## src/rtl/hazard_ctrl_pkg.sv

```systemverilog
// hazard_ctrl shared types: FSM states, forward selects, shadow slot.
// Imported by the comparator and the hazard_ctrl top.
package hazard_ctrl_pkg;

  localparam logic HIGH = 1'b1;
  localparam logic LOW  = 1'b0;

  localparam int SLOT_AW = 5;

  typedef enum logic [1:0] {
    RUN   = 2'd0,
    STALL = 2'd1,
    FLUSH = 2'd2
  } state_t;

  typedef enum logic [1:0] {
    FWD_REG = 2'b00,
    FWD_MEM = 2'b01,
    FWD_WB  = 2'b10
  } fwd_sel_t;

  typedef struct packed {
    logic               valid;
    logic [SLOT_AW-1:0] dest;
    logic [SLOT_AW-1:0] src1;
    logic [SLOT_AW-1:0] src2;
    logic               two_src;
    logic               wb_en;
    logic               mem_read;
  } slot_t;

  localparam slot_t SLOT_NONE = '0;

  function automatic fwd_sel_t fwd_pick(
    input logic mem_hit,
    input logic wb_hit
  );
    unique case (1'b1)
      mem_hit: return FWD_MEM;
      wb_hit:  return FWD_WB;
      default: return FWD_REG;
    endcase
  endfunction

endpackage

```

## src/rtl/hazard_ctrl_cmp.sv

```systemverilog
// hazard_cmp: does a shadow slot write a given register.
// Register 0 never matches.
import hazard_ctrl_pkg::*;

module hazard_cmp (
  input  logic               valid,
  input  logic               wb_en,
  input  logic [SLOT_AW-1:0] dest,
  input  logic [SLOT_AW-1:0] r,
  output logic               hit
);

  assign hit = valid & wb_en
             & (dest == r)
             & (r != '0);

endmodule

```

## src/rtl/hazard_ctrl.sv

```systemverilog
// hazard_ctrl: stall/flush/bubble and forwarding control
// for the 5-stage pipeline, with EXE/MEM/WB shadow slots.
import hazard_ctrl_pkg::*;

module hazard_ctrl #(
  parameter int REG_AW = SLOT_AW,
  parameter int CNT_W  = 16
) (
  input  logic              clk,
  input  logic              rst,
  input  logic              forwarding_EN,
  input  logic              id_valid,
  input  logic [REG_AW-1:0] id_src1,
  input  logic [REG_AW-1:0] id_src2,
  input  logic              id_two_src,
  input  logic [REG_AW-1:0] id_dest,
  input  logic              id_wb_en,
  input  logic              id_mem_read,
  input  logic              branch_taken,
  output logic              pc_hold,
  output logic              if_id_hold,
  output logic              if_id_flush,
  output logic              id_exe_bubble,
  output logic [1:0]        fwd_sel1,
  output logic [1:0]        fwd_sel2,
  output logic [1:0]        state_o,
  output logic [CNT_W-1:0]  stall_cnt,
  output logic [CNT_W-1:0]  flush_cnt
);

  localparam logic [CNT_W-1:0] ONE = 1;

  slot_t  exe_q, mem_q, wb_q, id_s;
  state_t state_q;

  logic e1, e2, m1, m2;
  logic fm1, fm2, fw1, fw2;
  logic dep_e, dep_m;
  logic hazard, br, stall, fwd_on;
  logic unused;

  assign id_s = '{
    valid:    id_valid,
    dest:     id_dest,
    src1:     id_src1,
    src2:     id_src2,
    two_src:  id_two_src,
    wb_en:    id_wb_en,
    mem_read: id_mem_read
  };

  hazard_cmp u_e1 (.valid(exe_q.valid), .wb_en(exe_q.wb_en),
    .dest(exe_q.dest), .r(id_src1), .hit(e1));
  hazard_cmp u_e2 (.valid(exe_q.valid), .wb_en(exe_q.wb_en),
    .dest(exe_q.dest), .r(id_src2), .hit(e2));
  hazard_cmp u_m1 (.valid(mem_q.valid), .wb_en(mem_q.wb_en),
    .dest(mem_q.dest), .r(id_src1), .hit(m1));
  hazard_cmp u_m2 (.valid(mem_q.valid), .wb_en(mem_q.wb_en),
    .dest(mem_q.dest), .r(id_src2), .hit(m2));

  hazard_cmp u_fm1 (.valid(mem_q.valid), .wb_en(mem_q.wb_en),
    .dest(mem_q.dest), .r(exe_q.src1), .hit(fm1));
  hazard_cmp u_fm2 (.valid(mem_q.valid), .wb_en(mem_q.wb_en),
    .dest(mem_q.dest), .r(exe_q.src2), .hit(fm2));
  hazard_cmp u_fw1 (.valid(wb_q.valid), .wb_en(wb_q.wb_en),
    .dest(wb_q.dest), .r(exe_q.src1), .hit(fw1));
  hazard_cmp u_fw2 (.valid(wb_q.valid), .wb_en(wb_q.wb_en),
    .dest(wb_q.dest), .r(exe_q.src2), .hit(fw2));

  assign dep_e = e1 | (e2 & id_two_src);
  assign dep_m = m1 | (m2 & id_two_src);

  // WB writes are visible to ID reads, so WB never stalls
  assign hazard = rst & id_valid
                & (forwarding_EN ? (exe_q.mem_read & dep_e)
                                 : (dep_e | dep_m));

  assign br    = rst & branch_taken;
  assign stall = hazard & ~br;

  assign pc_hold       = stall;
  assign if_id_hold    = stall;
  assign if_id_flush   = br;
  assign id_exe_bubble = stall | br;

  assign fwd_on   = rst & forwarding_EN & exe_q.valid;
  assign fwd_sel1 = fwd_on ? fwd_pick(fm1, fw1) : FWD_REG;
  assign fwd_sel2 = (fwd_on & exe_q.two_src)
                  ? fwd_pick(fm2, fw2) : FWD_REG;

  assign state_o = state_q;

  assign unused = ^{mem_q.src1, mem_q.src2,
                    mem_q.two_src, mem_q.mem_read,
                    wb_q.src1, wb_q.src2,
                    wb_q.two_src, wb_q.mem_read};

  always_ff @(posedge clk or negedge rst) begin
    if (!rst) begin
      exe_q     <= SLOT_NONE;
      mem_q     <= SLOT_NONE;
      wb_q      <= SLOT_NONE;
      state_q   <= RUN;
      stall_cnt <= '0;
      flush_cnt <= '0;
    end else begin
      wb_q  <= mem_q;
      mem_q <= exe_q;
      exe_q <= id_exe_bubble ? SLOT_NONE : id_s;
      if (stall && stall_cnt != '1)
        stall_cnt <= stall_cnt + ONE;
      if (br && flush_cnt != '1)
        flush_cnt <= flush_cnt + ONE;
      unique case (state_q)
        RUN: begin
          if (br)         state_q <= FLUSH;
          else if (stall) state_q <= STALL;
        end
        STALL: begin
          if (br)          state_q <= FLUSH;
          else if (!stall) state_q <= RUN;
        end
        FLUSH: begin
          if (br)         state_q <= FLUSH;
          else if (stall) state_q <= STALL;
          else            state_q <= RUN;
        end
        default: state_q <= RUN;
      endcase
    end
  end

endmodule

```

## config.mk

```make
export PLATFORM = sky130hd
export DESIGN_NAME = hazard_ctrl
export DESIGN_NICKNAME = d
export VERILOG_FILES = /design/src/rtl/hazard_ctrl_pkg.sv /design/src/rtl/hazard_ctrl_cmp.sv /design/src/rtl/hazard_ctrl.sv
export SDC_FILE = /design/constraint.sdc
export NUM_CORES = 1
export LEC_CHECK = 0
export BUFFER_PORTS_ARGS = -buffer_cell sky130_fd_sc_hd__clkbuf_2
export CELL_PAD_IN_SITES_DETAIL_PLACEMENT = 1
export CELL_PAD_IN_SITES_GLOBAL_PLACEMENT = 1
export CORE_ASPECT_RATIO = 0.8
export CORE_MARGIN = 2
export CORE_UTILIZATION = 39
export CTS_CLUSTER_SIZE = 10
export DETAILED_ROUTE_END_ITERATION = 8
export HOLD_SLACK_MARGIN = 0.06
export PLACE_DENSITY = 0.73
export SETUP_SLACK_MARGIN = 0.3
export SLEW_MARGIN = 20
export SYNTH_ARGS = -nofsm -noshare
export SYNTH_HDL_FRONTEND = slang
export SYNTH_SLANG_ARGS = --single-unit
```

## constraint.sdc

```tcl
create_clock -name clk -period 1.9 [get_ports clk]
set_input_delay 0.19 -clock clk [delete_from_list [all_inputs] [get_ports clk]]
set_output_delay 0.19 -clock clk [all_outputs]
set_load 0.005 [all_outputs]
```

======== Yosys cells after proc, flatten, opt, wreduce, memory -nomap -nowiden ========
Index checks and enable logic that the tools add are counted.
Widths: inputs -> output; s select.
storage, ports and cells
  input bits .............................. 23
  register bits ........................... 67
  word-level logic and storage cells ...... 87
cells by class
  $add $sub $neg .......................... 2
  reductions and logical operators ........ 8
  equal/unequal tests ..................... 14
  muxes and demuxes ....................... 13
  bitwise logic cells ..................... 34
operator list
  kind                   count
  $eq 5x5->1             8
  $add 16x1->16 const B  2
  $ne 16x16->1 const B   2
  $and 1x1->1            29
  $reduce_bool 5->1      4
  $mux 19                1
  $mux 2                 7
  $pmux 2 s2             2
  $ne 3x3->1 const B     2
  $pmux 2 s3             1
  $or 1x1->1             4
  $eq 2x1->1 const B     1
  $eq 2x2->1 const B     1
  $logic_and 1x1->1      2
  $logic_not 2->1        1
  $mux 1                 2
  $reduce_and 2->1       1
  $not 1->1              1

======== Depth between registers and ports, before layout ========
Gate-level depths: netlist of the first run.
  word-level depth ........................ 12
  mapped depth ............................ 9
  depth with buffers taken out ............ 7

======== Modules after synthesis ========
Synthesis of the first run repeated with hierarchy kept, for this count alone.
unflattened totals
  cells, all modules ...................... 291
  area total of the unflattened synthesis .. 3240.6 sq um
by module, submodules not included
  module       times used  seq. area each (sq um)  area an instance (sq um)  cells each
  hazard_ctrl  1           1676.6                  2630.0                    211
  hazard_cmp   8           0.0                     76.3                      10

======== Worst setup path after synthesis of the first run ========
No wires, ideal clock.
  kind .................................... reg2reg
  from .................................... register mem_q[17] (netlist bit)
  to ...................................... register stall_cnt[12]
  setup slack ............................. -0.131 ns
  setup time .............................. 0.127 ns
  required time ........................... 1.773 ns
  period minus slack after synthesis ...... 2.031 ns
  cell stages (with the launch flop) ...... 8
  path buffers ............................ 1
  data arrival time ....................... 1.903 ns
  path through ............................ dfrtp_1 clkbuf_1 xnor2_1 nand3_1 nor4_1 o21ai_2 a2111oi_1 mux2_1
on the way
  cells in the longest elaborated chain, start to end .. 10
  elaborated cells on any way between the ends .. 13
  classes of those cells .................. eq/ne: 2; mux: 1; bitwise: 9; reduce/logical: 1
ends and longest elaborated chain
  what                      RTL line               source
  start: declaration        hazard_ctrl.sv:33      slot_t exe_q, mem_q, wb_q, id_s;
  start signal: assignment  hazard_ctrl.sv:108     mem_q <= exe_q;
  $eq 5x5->1                hazard_ctrl_cmp.sv:14  & (dest == r)
  $and 1x1->1               hazard_ctrl_cmp.sv:14
  $and 1x1->1               hazard_ctrl_cmp.sv:15  & (r != '0);
  $and 1x1->1               hazard_ctrl.sv:71      assign dep_m = m1 | (m2 & id_two_src);
  $or 1x1->1 (*)            hazard_ctrl.sv:71
  $or 1x1->1 (*)            hazard_ctrl.sv:76      : (dep_e | dep_m));
  $mux 1 (*)                hazard_ctrl.sv:75      & (forwarding_EN ? (exe_q.mem_read & dep_e)
  $and 1x1->1 (*)           hazard_ctrl.sv:75
  $and 1x1->1 (*)           hazard_ctrl.sv:79      assign stall = hazard & ~br;
  $logic_and 1x1->1 (*)     hazard_ctrl.sv:110     if (stall && stall_cnt != '1)
  end signal: assignment    hazard_ctrl.sv:111     stall_cnt <= stall_cnt + ONE;
  end: declaration          hazard_ctrl.sv:27      output logic [CNT_W-1:0] stall_cnt,
Every way passes the cells marked *; elsewhere a longest branch is shown, timed or not.
A chain may end at the register's enable or synchronous reset.

======== Worst setup path after layout of the first run ========
  from .................................... register exe_q[17] (netlist bit)
  to ...................................... output port pc_hold
on the way
  cells in the longest elaborated chain, start to end .. 9
  elaborated cells on any way between the ends .. 13
  classes of those cells .................. eq/ne: 2; mux: 1; bitwise: 10
ends and longest elaborated chain
  what                                              RTL line                              source
  start: declaration                                hazard_ctrl.sv:33
  start signal: assignment                          hazard_ctrl.sv:109                    exe_q <= id_exe_bubble ? SLOT_NONE : id_s;
  $eq 5x5->1                                        hazard_ctrl_cmp.sv:14
  $and 1x1->1                                       hazard_ctrl_cmp.sv:14
  $and 1x1->1                                       hazard_ctrl_cmp.sv:15
  $and 1x1->1                                       hazard_ctrl.sv:70                     assign dep_e = e1 | (e2 & id_two_src);
  $or 1x1->1 (*)                                    hazard_ctrl.sv:70
  $or 1x1->1 / $and 1x1->1 (equally long branches)  hazard_ctrl.sv:76, hazard_ctrl.sv:75
  $mux 1 (*)                                        hazard_ctrl.sv:75
  $and 1x1->1 (*)                                   hazard_ctrl.sv:75
  $and 1x1->1 (*)                                   hazard_ctrl.sv:79
  end: declaration                                  hazard_ctrl.sv:20                     output logic pc_hold,
Marked as above.

==> impl_metrics.toml, run 1 <==
[pwr]
ir_drop_mv = 0.499
combPwrFrac_pct = 19.5
p_int_mw = 2.72
p_per_area_nw_per_um2 = 776
p_leak_nw = 2.29
power.net_switching_mw = 1.05
p_total_mw = 3.77
seq_power_share_pct = 44.4
p_sw_share_pct = 27.9
clkPwrFrac_pct = 36.1

[placed_design]
hpwl_um = 6620
pre_cts_slack_ns = -0.294
dp_cells = 478
routabilityCongestion = 0.847
port-buffer-count = 64
dpl_cell_area_sq_um = 3990

[detailed_routing]
wl_per_cell_um = 20.3
vias = 2660
drtAntennaViolNets = 0
viasPerCell = 5.11
dr.pass1.iters = 4
drc = 0
wl_um = 10600
drtIter0Drc = 79

[sta]
hold_viol_final = 0
finClkSkew_ns = 0.00784
min_period_ns = 2.34
fin_crit_sh_pct = 123
setup_viol = 40
rsz0062_at_grt = "true"
fin_ws_ns = -0.439
max_slew_margin_pct = 60.2
slew_violations = 0
worst_pin_slew_ns = 0.595
timing.fmax_mhz = 428

[layout]
area_growth_pct = 52.4
multi_input_area_sq_um = 1890
seqCellArea_sq_um = 1680
final_cells = 521
n_fill_cell = 827
diodes = 0
stdcell_area_sq_um = 4860
drive_gt1_share_pct = 52.5
nets = 433

[logic_synthesis]
synthTopCellsByCount = "dfrtp_1 (67), xnor2_1 (46), nand3_1 (22), and2_1 (21), xor2_1 (19)"
synth_most_common_cell = "dfrtp_1"
synthCells = 274
synth_nets = 299
yosys.area.top_type = "dfrtp_1"
syn-cell-area_sq_um = 3190
synth-async-reset-ratio_pct = 100
avgSynthCellArea_sq_um = 11.6
seq_area_frac_synth_pct = 52.6
synthTopCellsByArea = "dfrtp_1 (53%), xnor2_1 (13%), xor2_1 (5.2%), and2_1 (4.1%), nand3_1 (3.5%)"
synth-edff-count = 0
yosys_warnings = 0
synth.distinct_cells = 40
synthFlopType = "dfrtp_1"
synth_seq_cells = 67
synth_top_area_share_pct = 52.6

[global_routing]
antenna_found_initial = 0
grt_max_degree = 27
grt_pass1_vias = 2854
grt_pass1_wl_um = 16000
grt_usage_pct = 23.4
grt_overflow_total = 0

[outcome]
violations = "setup timing"
outcome = "finished with violations"

[clocking]
cts_root_buffer = "clkbuf_8"
clockBufferDepth = 2
clock_latency_ns = 0.34
clk_pin_slew_ns = 0.07
cts_tree = "done"
cts_buffers = 9
numClockSinks = 67
htreeDepth = 3

[floorplanning]
fp.dieH_um = 84.9
start_util_pct = 40.1
row_count = 29
io_pins = 65
core_area_sq_um = 7950
die_w_um = 105
fp.dieArea_sq_um = 8920

[worst_setup_path]
worstPathMaxFanout = 3
cp.arrival_ns = 2.15
startpoint = "exe_q[17]"
startpoint_type = "flop"
worstPathRequired_ns = 1.71
end_kind = "output port"
path_class = "flop to output port"
rr_startpoint = "exe_q[17]"

[hold_path]
min_from = "id_dest[0]"
hold_path.class = "primary input to flop"

[flow_run]
cap_violations = 0
## metal layers
metal / global-route usage, % / share of wire, % / vias to the layer above
met4: 6.55 / 2.4 / 0
met3: 5.53 / 3.0 / 18
met1: 30.6 / 44 / 1360
met2: 39.3 / 50 / 55
met5: 0 / 0 / -
li1: - / - / 1227
## layout make-up
type                    count  area share [%]
multi-input cells         197            38.8
flip-flops and latches     67            34.5
repair buffers            129            18.9
clock buffers              12            3.19
well taps                 108            2.78
clock inverters             4            1.49
inverters                   4           0.309
## state kept, by name, summed over array words and instances, names as in the netlist
register and flops:
exe_q 19, flush_cnt 16, mem_q 7, stall_cnt 16
state_o 2, wb_q 7
## path summary, 6_finish.rpt
path / endpoint / slack (ns) / cells past startpoint
worst min-delay path: exe_q[13] / 0.08 / 2
max in group asynchronous: mem_q[14] / 1.00 / 3
min in group asynchronous: state_o[1] / 0.37 / 2
worst max-delay path: pc_hold / -0.44 / 7
worst max register to register: stall_cnt[12] / -0.44 / 7
worst min register to register: wb_q[1] / 0.38 / 0
## cells in the final DEF, fill, tap and decap left out, types with 4 or more instances in the layout
cell type / netlist / routed
buf_6: 3 / 15
and3_1: 8 / 7
and2_4: 0 / 18
xor2_1: 19 / 18
nand4_1: 11 / 11
xnor2_2: 0 / 9
nand2_1: 17 / 13
nor3_4: 0 / 5
nor4_2: 2 / 4
nand3_1: 22 / 18
clkbuf_8: 0 / 11
xnor2_1: 46 / 37
nand2_4: 1 / 4
buf_2: 0 / 4
mux2_4: 0 / 4
buf_4: 1 / 44
clkbuf_2: 0 / 60
dfrtp_1: 67 / 65
## per-stage QoR
step / hold WS [ns] / util (%) / TNS, ns
after floorplan: -0.106 / - / -0.204
after global placement: 0.0794 / 50.2 / -5.89
after detailed placement: 0.0853 / 50.2 / -7.32
after CTS: 0.0680 / 58.1 / -5.98
after global routing: 0.0788 / 61.2 / -14.02
final: 0.0805 / 61.2 / -8.95
## power groups by stage
stage | clock, mW | combinational, mW | sequential [mW]
global route | 1.45 | 0.791 | 1.69
floorplan | 0 | 0.256 | 1.68
CTS | 1.38 | 0.675 | 1.66
global placement | 0 | 0.530 | 1.67
finish | 1.36 | 0.734 | 1.68
detailed placement | 0 | 0.556 | 1.68
## cell families (layout without fill, tap and decap cells)
family,count (synthesis),in the layout,synth area share (%)
compound gates,15,15,4.67
xor+xnor,65,65,17.9
fa+ha+maj,2,2,0.784
buf+inv,10,149,2.00
flops,67,67,52.6
mux,6,6,2.12
simple gates,109,109,20.0
## what timing repair did
item | 4_1_cts | 5_1_grt
endpoints found under the hold margin | 19 | 0
buffers inserted | 12 | 11
gates cloned | 1 | 0
resized for setup | 59 | 32
setup endpoints to repair | 58 | 59
hold buffers | 3 | 0
pin swaps | 25 | 22
## critical path, stage by stage (launching register included)
cell and delay (ns):
dfrtp_1 0.43, xnor2_1 0.19, nand3_1 0.16, nor4_4 0.30, o2111ai_4 0.21, buf_6 0.19
a21oi_4 0.17, clkbuf_2 0.16
Note: power is estimated with default switching activity, not from simulation.
==> run 2, diff against run 1 <==
SYNTH_HIERARCHICAL = 1   (was not set)
==> impl_metrics.toml, run 2 <==
[worst_setup_path]
startpoint_type = "flop"
worstPathMaxFanout = 5
cp_num_buf_inv = 3
cp_top_family = "compound AO/OA/AOI/OAI gates"
cp.arrival_ns = 2.43
end_kind = "output port"
worstPathRequired_ns = 1.71
path_class = "flop to output port"
crit_top_cell = "buf_6"
cpPeakStageDelay_ns = 0.48
slowest_stage = "dfrtp_2"
path_cells = "buf_6, nor4_4, o21ai_1, nor3b_4, a21oi_2, o32ai_4, nor2b_4, buf_6, buf_6"

[detailed_routing]
wl_um = 13200
drc = 0
viasPerCell = 5.42
dr.pass1.iters = 4
vias = 2998
drtIter0Drc = 138
wl_per_cell_um = 23.8
drtAntennaViolNets = 0

[layout]
regMostFlops = "exe_q"
drive_gt1_share_pct = 57.3
diodes = 0
layout_common_cells = "clkbuf_2 (61), buf_4 (55), dfrtp_1 (54), xnor2_1 (32), and2_4 (19)"
largest_register_ffs = 19
top_regs = "exe_q: 19 flops, flush_cnt: 16 flops, stall_cnt: 16 flops"
nets = 465
stdcell_area_sq_um = 5090
area_growth_pct = 57.0
final_common_cell = "clkbuf_2"

[floorplanning]
core_area_sq_um = 7980
start_util_pct = 40.6
io_pins = 65
fp.dieArea_sq_um = 9060
die_w_um = 106
row_count = 29
fp.dieH_um = 85.5

[sta]
max_slew_margin_pct = 43.2
finClkSkew_ns = 0.0163
timing.fmax_mhz = 382
setup_viol = 41
fin_crit_sh_pct = 138
worst_pin_slew_ns = 0.849
min_period_ns = 2.62
fin_ws_ns = -0.719
slew_violations = 0
rsz0062_at_grt = "true"
hold_viol_final = 0

[pwr]
p_per_area_nw_per_um2 = 742
p_total_mw = 3.77
ir_drop_mv = 0.664
p_leak_nw = 2.44

[global_routing]
antenna_found_initial = 0
grt_usage_pct = 25.6
grt_pass1_vias = 3156
grt_overflow_total = 0
grt_pass1_wl_um = 17600
grt_max_degree = 39

[clocking]
clk_pin_slew_ns = 0.09
htreeDepth = 3
numClockSinks = 67
cts_root_buffer = "clkbuf_8"
cts_tree = "done"
clock_latency_ns = 0.36
clockBufferDepth = 2
cts_buffers = 9

[logic_synthesis]
synth-edff-count = 0
synth_most_common_cell = "dfrtp_1"
synth_nets = 316
synth-async-reset-ratio_pct = 100
synthFlopType = "dfrtp_1"
avgSynthCellArea_sq_um = 11.1
synthCells = 291
seq_area_frac_synth_pct = 51.7
syn-cell-area_sq_um = 3240
yosys.area.top_type = "dfrtp_1"
synth.distinct_cells = 36
synth_seq_cells = 67
synthTopCellsByCount = "dfrtp_1 (67), xnor2_1 (44), and2_1 (21), nand3_1 (20), xor2_1 (16)"
yosys_warnings = 6
synth_top_area_share_pct = 51.7
synthTopCellsByArea = "dfrtp_1 (52%), xnor2_1 (12%), xor2_1 (4.3%), and2_1 (4.1%), nand3_1 (3.1%)"

[flow_run]
cap_violations = 0

[outcome]
outcome = "finished with violations"
violations = "setup timing"

[hold_path]
hold_path.class = "primary input to flop"

[placed_design]
port-buffer-count = 64
dpl_cell_area_sq_um = 4050
routabilityCongestion = 0.859
hpwl_um = 6610
-- run 2: cell types whose count changed in the layout (fill, tap and decap cells not counted), moves of 6 or more --
cell and change:
buf_4 +11, dfrtp_1 -11, inv_1 +7, o2111ai_1 +6
nor3b_2 +6, dfrtp_2 +11
-- run 2: through the flow --
| step | std cells | TNS [ns] | util, % | hold slack (ns) | worst slack, ns |
|---|---|---|---|---|---|
| 2_1_floorplan | 291 | -0.00780 | - | -0.106 | -0.00780 |
| 3_3_place_gp | 505 | -2.84 | 50.7 | 0.258 | -0.187 |
| 3_5_place_dp | 505 | -9.33 | 50.7 | 0.276 | -0.408 |
| 4_1_cts | 543 | -8.32 | 59.1 | 0.0635 | -0.435 |
| 5_1_grt | 553 | -25.61 | 63.7 | 0.0659 | -0.782 |
| 6_report | 553 | -23.11 | 63.7 | 0.0680 | -0.719 |
-- run 2: layer usage --
layer	track usage [%]	vias up	routed length, um
met3	4.26	30	434
met2	46.2	101	6990
met4	8.73	0	395
met5	0	-	0
met1	31.4	1544	5330
li1	-	1323	-
-- run 2: report_power, final --
group	leakage, nW	switching [mW]	internal (mW)
sequential	0.847	0.148	1.54
combinational	1.50	0.413	0.448
clock	0.0950	0.623	0.601
-- run 2: worst paths after layout --
check | start | to | slack, ns | cells after the start
worst max-delay path | exe_q[14] | pc_hold | -0.72 | 9
worst min-delay path | id_dest[1] | exe_q[14] | 0.07 | 2
worst max register to register | exe_q[14] | stall_cnt[13] | -0.65 | 11
worst min register to register | exe_q[13] | mem_q[13] | 0.48 | 0
max in group asynchronous | rst | exe_q[4] | 0.65 | 3
min in group asynchronous | rst | flush_cnt[14] | 0.57 | 3
-- run 2: cells by family (layout without fill, tap and decap cells) --
| logic type | count (synthesis) | after routing | share of synthesized area [%] |
|---|---|---|---|
| DFF | 67 | 67 | 51.7 |
| buffers and inverters | 16 | 170 | 2.24 |
| and+or+nand+nor | 119 | 119 | 22.9 |
| adders and majority gates | 2 | 2 | 0.772 |
| xor gates and xnor gates | 60 | 60 | 16.2 |
| AOI/OAI and AO/OA | 25 | 25 | 5.41 |
| muxes | 2 | 2 | 0.695 |
-- run 2: worst register-to-register path, stage by stage, from the launching register on --
cell	delay [ns]
dfrtp_2	0.48
buf_6	0.14
nor4_4	0.04
o21ai_1	0.22
nor3b_4	0.30
a21oi_2	0.13
o32ai_4	0.33
buf_4	0.18
nand3b_4	0.13
buf_4	0.17
nor4_4	0.15
xor2_1	0.20
-- run 2: timing repair --
item	CTS	global route
endpoints found under the setup margin	56	58
hold buffers	6	1
pin swaps	33	23
gates cloned	0	1
resized for setup	67	60
endpoints found under the hold margin	66	1
buffers inserted	16	8
-- run 2: cell type report --
| type | instances | area (sq um) |
|---|---|---|
| Clock buffer | 9 | 124 |
| Tap cell | 108 | 135 |
| Inverter | 11 | 41.3 |
| Multi-Input combinational cell | 208 | 1980 |
| Clock inverter | 7 | 68.8 |
| Timing Repair Buffer | 143 | 1050 |
| Fill cell | 842 | 2900 |
| Sequential cell | 67 | 1690 |
